File: config.mk
export PLATFORM = sky130hd
export DESIGN_NAME = layer_store_bank_flat
export DESIGN_NICKNAME = d
export VERILOG_FILES = /design/src/rtl/layer_store_bank_if.sv /design/src/rtl/layer_store_bank.sv /design/src/flat_wrapper.sv
export SDC_FILE = /design/constraint.sdc
export NUM_CORES = 1
export LEC_CHECK = 0
export ABC_AREA = 1
export ABC_CLOCK_PERIOD_IN_PS = 1600
export BUFFER_PORTS_ARGS = -buffer_cell sky130_fd_sc_hd__buf_2
export CORE_UTILIZATION = 35
export CTS_CLUSTER_DIAMETER = 50
export DETAILED_ROUTE_END_ITERATION = 8
export PLACE_DENSITY = 0.6
export SLEW_MARGIN = 15
export SYNTH_ARGS = -nofsm -noshare
export SYNTH_HDL_FRONTEND = slang
export SYNTH_SLANG_ARGS = --single-unit
File: constraint.sdc
create_clock -name clk -period 1.6 [get_ports clk]
set_input_delay 0.16 -clock clk [delete_from_list [all_inputs] [get_ports clk]]
set_output_delay 0.16 -clock clk [all_outputs]
set_load 0.02 [all_outputs]
File: src/rtl/layer_store_bank_if.sv
`default_nettype none
// ============================================================================
// Module   : layer_store_bank_if
// Brief    : Capture/swap/stream bus for the ping-pong layer result store.
// Revision : 1.0 - initial release
// ============================================================================
interface layer_store_bank_if #(
  parameter int NUM_CH = 10,
  parameter int DATA_W = 8,
  parameter int IDX_W  = 4
);
  logic [NUM_CH*DATA_W-1:0] mac_flat;
  logic                     ld_val;
  logic                     swap;
  logic                     rd_start;
  logic                     rd_ready;
  logic                     err_clr;
  logic                     rd_valid;
  logic [DATA_W-1:0]        rd_data;
  logic [IDX_W-1:0]         rd_idx;
  logic                     rd_last;
  logic                     rd_avail;
  logic                     swap_err;

  modport master (
    output mac_flat, ld_val, swap, rd_start, rd_ready, err_clr,
    input  rd_valid, rd_data, rd_idx, rd_last, rd_avail, swap_err
  );

  modport slave (
    input  mac_flat, ld_val, swap, rd_start, rd_ready, err_clr,
    output rd_valid, rd_data, rd_idx, rd_last, rd_avail, swap_err
  );
endinterface
`default_nettype wire

File: src/rtl/layer_store_bank.sv
`default_nettype none
// ============================================================================
// Module   : layer_store_bank
// Brief    : Double-buffered store of one layer's MAC results with serial
//            valid/ready read-out and optional ReLU clamp on capture.
// Revision : 1.0 - initial release
// ============================================================================
module layer_store_bank #(
  parameter int NUM_CH  = 10,
  parameter int DATA_W  = 8,
  parameter int IDX_W   = 4,
  parameter bit RELU_EN = 1'b1
) (
  input  wire logic          clk,
  input  wire logic          rst_n,
  layer_store_bank_if.slave  bus
);

  localparam logic [IDX_W-1:0] c_LAST_IDX = IDX_W'(NUM_CH - 1);

  typedef enum logic [0:0] {
    S_IDLE   = 1'b0,
    S_STREAM = 1'b1
  } state_t;

  state_t            r_state;
  state_t            w_state_nxt;
  logic [IDX_W-1:0]  r_idx;
  logic [IDX_W-1:0]  w_idx_nxt;
  logic              r_wsel;
  logic              r_avail;
  logic              r_err;

  logic [DATA_W-1:0] r_bank0 [NUM_CH];
  logic [DATA_W-1:0] r_bank1 [NUM_CH];
  logic [DATA_W-1:0] w_cap   [NUM_CH];
  logic [DATA_W-1:0] w_rd_word;

  logic              w_swap_ok;
  logic              w_swap_rej;
  logic              w_start;
  logic              w_xfer;
  logic              w_xfer_last;

  generate
    for (genvar k = 0; k < NUM_CH; k++) begin : g_ch
      logic [DATA_W-1:0] w_raw;
      assign w_raw = bus.mac_flat[k*DATA_W +: DATA_W];
      if (RELU_EN) begin : g_relu
        assign w_cap[k] = w_raw[DATA_W-1] ? '0 : w_raw;
      end else begin : g_pass
        assign w_cap[k] = w_raw;
      end
    end
  endgenerate

  // Capture always targets the write bank selected before any same-edge swap.
  always_ff @(posedge clk or negedge rst_n) begin
    if (!rst_n) begin
      for (int k = 0; k < NUM_CH; k++) begin
        r_bank0[k] <= '0;
        r_bank1[k] <= '0;
      end
    end else if (bus.ld_val) begin
      for (int k = 0; k < NUM_CH; k++) begin
        if (r_wsel) begin
          r_bank1[k] <= w_cap[k];
        end else begin
          r_bank0[k] <= w_cap[k];
        end
      end
    end
  end

  always_comb begin
    w_rd_word = '0;
    for (int k = 0; k < NUM_CH; k++) begin
      if (r_idx == IDX_W'(k)) begin
        w_rd_word = r_wsel ? r_bank0[k] : r_bank1[k];
      end
    end
  end

  assign w_swap_ok   = (r_state == S_IDLE) && bus.swap;
  assign w_swap_rej  = (r_state == S_STREAM) && bus.swap;
  assign w_start     = (r_state == S_IDLE) && bus.rd_start && r_avail && !bus.swap;
  assign w_xfer      = (r_state == S_STREAM) && bus.rd_ready;
  assign w_xfer_last = w_xfer && (r_idx == c_LAST_IDX);

  always_comb begin
    w_state_nxt = r_state;
    w_idx_nxt   = r_idx;
    case (r_state)
      S_IDLE: begin
        if (w_start) begin
          w_state_nxt = S_STREAM;
          w_idx_nxt   = '0;
        end
      end
      S_STREAM: begin
        if (w_xfer_last) begin
          w_state_nxt = S_IDLE;
          w_idx_nxt   = '0;
        end else if (w_xfer) begin
          w_idx_nxt   = r_idx + 1'b1;
        end
      end
      default: begin
        w_state_nxt = S_IDLE;
        w_idx_nxt   = '0;
      end
    endcase
  end

  always_ff @(posedge clk or negedge rst_n) begin
    if (!rst_n) begin
      r_state <= S_IDLE;
      r_idx   <= '0;
    end else begin
      r_state <= w_state_nxt;
      r_idx   <= w_idx_nxt;
    end
  end

  always_ff @(posedge clk or negedge rst_n) begin
    if (!rst_n) begin
      r_wsel  <= 1'b0;
      r_avail <= 1'b0;
    end else begin
      if (w_swap_ok) begin
        r_wsel  <= ~r_wsel;
        r_avail <= 1'b1;
      end else if (w_xfer_last) begin
        r_avail <= 1'b0;
      end
    end
  end

  // A rejection in the same cycle as a clear leaves the flag set.
  always_ff @(posedge clk or negedge rst_n) begin
    if (!rst_n) begin
      r_err <= 1'b0;
    end else if (w_swap_rej) begin
      r_err <= 1'b1;
    end else if (bus.err_clr) begin
      r_err <= 1'b0;
    end
  end

  assign bus.rd_valid = (r_state == S_STREAM);
  assign bus.rd_data  = (r_state == S_STREAM) ? w_rd_word : '0;
  assign bus.rd_idx   = r_idx;
  assign bus.rd_last  = (r_state == S_STREAM) && (r_idx == c_LAST_IDX);
  assign bus.rd_avail = r_avail;
  assign bus.swap_err = r_err;

endmodule
`default_nettype wire

File: src/flat_wrapper.sv
// flat-port wrapper written by rule: the top's interface ports become plain ports
module layer_store_bank_flat 
#(
  parameter int NUM_CH  = 10,
  parameter int DATA_W  = 8,
  parameter int IDX_W   = 4,
  parameter bit RELU_EN = 1'b1
)
  (clk, rst_n, bus_mac_flat, bus_ld_val, bus_swap, bus_rd_start, bus_rd_ready, bus_err_clr, bus_rd_valid, bus_rd_data, bus_rd_idx, bus_rd_last, bus_rd_avail, bus_swap_err);
  layer_store_bank_if #(.NUM_CH(NUM_CH), .DATA_W(DATA_W), .IDX_W(IDX_W)) bus_i ();
  input  wire logic clk;
  input  wire logic rst_n;
  input wire logic [$bits(bus_i.mac_flat)-1:0] bus_mac_flat;
  input wire logic [$bits(bus_i.ld_val)-1:0] bus_ld_val;
  input wire logic [$bits(bus_i.swap)-1:0] bus_swap;
  input wire logic [$bits(bus_i.rd_start)-1:0] bus_rd_start;
  input wire logic [$bits(bus_i.rd_ready)-1:0] bus_rd_ready;
  input wire logic [$bits(bus_i.err_clr)-1:0] bus_err_clr;
  output wire logic [$bits(bus_i.rd_valid)-1:0] bus_rd_valid;
  output wire logic [$bits(bus_i.rd_data)-1:0] bus_rd_data;
  output wire logic [$bits(bus_i.rd_idx)-1:0] bus_rd_idx;
  output wire logic [$bits(bus_i.rd_last)-1:0] bus_rd_last;
  output wire logic [$bits(bus_i.rd_avail)-1:0] bus_rd_avail;
  output wire logic [$bits(bus_i.swap_err)-1:0] bus_swap_err;
  assign bus_i.mac_flat = bus_mac_flat;
  assign bus_i.ld_val = bus_ld_val;
  assign bus_i.swap = bus_swap;
  assign bus_i.rd_start = bus_rd_start;
  assign bus_i.rd_ready = bus_rd_ready;
  assign bus_i.err_clr = bus_err_clr;
  assign bus_rd_valid = bus_i.rd_valid;
  assign bus_rd_data = bus_i.rd_data;
  assign bus_rd_idx = bus_i.rd_idx;
  assign bus_rd_last = bus_i.rd_last;
  assign bus_rd_avail = bus_i.rd_avail;
  assign bus_swap_err = bus_i.swap_err;
  layer_store_bank #(.NUM_CH(NUM_CH), .DATA_W(DATA_W), .IDX_W(IDX_W), .RELU_EN(RELU_EN)) u_core (.clk(clk), .rst_n(rst_n), .bus(bus_i));
endmodule
==> impl_metrics.ini <==
[global_route]
grt_pass1_vias = 6817
grt_remaining_overflow = 0
grt_pass1_wl_um = 35600
grt_max_degree = 42
grt_usage_pct = 21.0
antenna_found_initial = 0

[worst_setup_path]
rr_endpoint = u_core.r_bank0[25]$_DFFE_PN0P_
r2r_slack_ns = -0.50
endpoint = bus_rd_data[5]
start_kind = flip-flop
worstPathRequired_ns = 1.44
r2r_start = u_core.r_wsel$_DFFE_PN0P_
worstPathMaxFanout = 7
path_class = reg2out
cp-startpoint = u_core.bus.rd_idx[0]$_DFFE_PN0P_
ff2ff_path_depth = 10
arrival_ns = 2.32
critPathCaptureType = primary output

[place]
dp_hpwl_um = 14600
dp_slack_ns = -0.477
io_buffers = 101
post_dp_cell_area_um2 = 8980
routabilityCongestion = 0.810

[floorplanning]
rows = 53
dieArea_um2 = 22400
coreArea_um2 = 21200
die_h_um = 150
initial_utilization_pct = 36.0
die_x_um = 150
pin_count = 103

[worst_hold_path]
holdCritPathClass = in2reg

[sta]
min_period_over_period_pct = 155
slew_violations = 0
grt_setup_unrepaired = yes
setup_viol = 154
fin_tns_setup_ns = -54.68
fmax_ghz = 0.404
worst_slack_ns = -0.877
finClkSkew_ns = 0.00950
hold_violations = 0
fin_crit_ns = 2.48

[yosys]
yosysMostFrequentCell = nand2_1
synth-edff-count = 0
synth_cell_types = 26
synth_seq_cells = 148
avgSynthCellArea_um2 = 7.74
yosys.area.top_type_share_pct = 48.4
netlist.top_cell.by_area = dfrtp_1
syn_nets = 1079
synth_seq_area_share_pct = 48.4
ys_top_cells_by_area = dfrtp_1, nand2_1, mux2_2
synthTopCellsByCount = nand2_1, dfrtp_1, inv_1
ys_async_sr_fraction_pct = 100
syn_area_um2 = 7650
ys_warn_count = 0
synth_flop_cell = dfrtp_1
netlist_instances = 988

[layout]
design_area_um2 = 11400
postLayoutCoreUtil_pct = 53.7
drive_above_1_share_pct = 37.7
register_area_um2 = 3710
nFillCells = 1920
multi_input_area_um2 = 3870
antenna_cells = 0
areaGrowthSynthToFinish_pct = 49.0
num-nets-final = 1271

[drt]
avgRoutedWirePerCell_um = 17.3
viasPerCell = 5.03
drtIter0Drc = 598
routed_wl_um = 25300
drc = 0
first_pass_iters = 5
route.vias.total = 7364
ant_nets = 0

[run]
max_cap_violations = 0

[outcome]
status = finished with violations
violations = negative setup slack

[clocking]
cts_max_path_buffers = 2
cts_made_buffers = 17
clk_latency_ns = 0.43
htree_levels = 4
clk_pin_slew_ns = 0.06
cts_sinks = 148
cts_tree = built
cts_root_buf = clkbuf_16

[power]
vdd.ir_drop.worst_mv = 1.15
power.density_nw_per_um2 = 1990
power.leakage_nw = 5.93
-- cells in the final DEF (no fill, tap or decap), types with 2 or more instances in the layout --
master | netlist | layout
dlygate4sd3_1 | 0 | 3
clkbuf_16 | 0 | 30
nand3_4 | 0 | 2
nand3_1 | 18 | 7
clkinvlp_4 | 0 | 2
nor2_1 | 107 | 97
mux2_4 | 0 | 56
a31oi_1 | 35 | 35
ha_4 | 0 | 3
buf_8 | 0 | 6
nand2_2 | 2 | 67
inv_8 | 0 | 3
inv_2 | 4 | 12
nand4_1 | 2 | 2
buf_4 | 6 | 48
buf_16 | 0 | 6
clkinv_2 | 0 | 3
dfrtp_2 | 0 | 5
o211ai_1 | 7 | 7
o21ai_2 | 0 | 18
dfrtp_1 | 148 | 143
buf_2 | 23 | 92
xor2_1 | 2 | 2
bufinv_16 | 0 | 4
nor2_4 | 0 | 7
nand3_2 | 1 | 11
nand2_1 | 328 | 256
a21oi_1 | 10 | 10
o21ai_1 | 0 | 27
nand2_4 | 0 | 6
inv_1 | 138 | 125
o21ai_0 | 69 | 23
nor2_2 | 4 | 7
buf_12 | 0 | 31
buf_6 | 0 | 19
inv_4 | 0 | 3
-- worst max-delay path: stages, from the launching register on --
cell,delay [ns]
dfrtp_2,0.47
inv_4,0.10
buf_6,0.10
ha_4,0.17
nand3_4,0.18
nor2_2,0.14
nor2_1,0.04
nand2_1,0.07
nand2_2,0.06
nand2_2,0.07
nand2_2,0.06
nand2_2,0.11
nand3_2,0.08
nand2_2,0.08
inv_2,0.03
buf_6,0.12
-- sequential cells by signal, indices dropped and copies added (netlist names) --
name / cells
u_core.r_bank0: 70
u_core.r_bank1: 70
u_core.r_wsel: 1
u_core.bus.rd_avail: 1
u_core.bus.swap_err: 1
u_core.bus.rd_idx: 4
u_core.bus.rd_valid: 1
-- metal layers --
metal  vias up  global-route usage (%)  share of wire [%]
li1       3459                       -                  -
met1      3610                    29.0                 44
met2       249                    33.6                 48
met3        46                    3.29                5.1
met4         0                    6.52                2.7
met5         -                       0                  0
-- area by class of cell --
cell class                 instances  area share (%)
tap                              275            3.02
timing repair inverter             2           0.198
clock buffer                      19            3.89
multi-input combinational        650            34.0
inverter                         143            5.03
sequential                       148            32.6
clock inverter                    10            1.39
timing repair buffer             218            19.9
-- stage by stage --
step | std cells | hold slack [ns] | power (W)
floorplan | 988 | -0.136 | 0.0113
global placement | 1374 | 0.105 | 0.0143
detailed placement | 1374 | 0.105 | 0.0144
CTS | 1434 | 0.0212 | 0.0202
global route | 1465 | 0.0487 | 0.0239
finish | 1465 | 0.0259 | 0.0227
-- kinds of logic (layout without fill, tap and decap cells) --
group           Yosys count  after routing  share of synthesized area [%]
other cells               1              1                         0.0490
compound gates          122            122                           8.80
buf+inv                 191            392                           10.0
xor+xnor                  2              2                          0.229
mux                      56             56                           8.25
simple gates            464            465                           23.5
flops                   148            148                           48.4
fa+ha+maj                 4              4                          0.655
-- worst min path at each step --
stage,startpoint,end,slack [ns],depth (start not counted)
after floorplan,rst_n,u_core.bus.rd_avail$_DFFE_PN0P_,-0.14,0
after global placement,rst_n,u_core.r_bank0[67]$_DFFE_PN0P_,0.11,1
after detailed placement,rst_n,u_core.r_bank0[67]$_DFFE_PN0P_,0.11,1
after CTS,bus_mac_flat[48],u_core.r_bank1[24]$_DFFE_PN0P_,0.02,5
after global routing,bus_mac_flat[1],u_core.r_bank1[73]$_DFFE_PN0P_,0.05,5
final,bus_mac_flat[74],u_core.r_bank1[2]$_DFFE_PN0P_,0.03,5
-- what timing repair did --
action,4_1_cts,5_1_grt
endpoints found under the hold margin,43,0
cloned,8,20
hold buffers,3,0
setup buffers,20,18
endpoints found under the setup margin,80,150
resized for setup,64,243
pin swaps,17,19
-- power by group --
part           switching [W]  leakage [nW]  internal [W]  total, W
registers           0.000906          1.90       0.00535   0.00626
logic                0.00638          3.74       0.00582    0.0122
clock network        0.00159         0.291       0.00262   0.00421
Note: power is estimated with default switching activity, not from simulation.
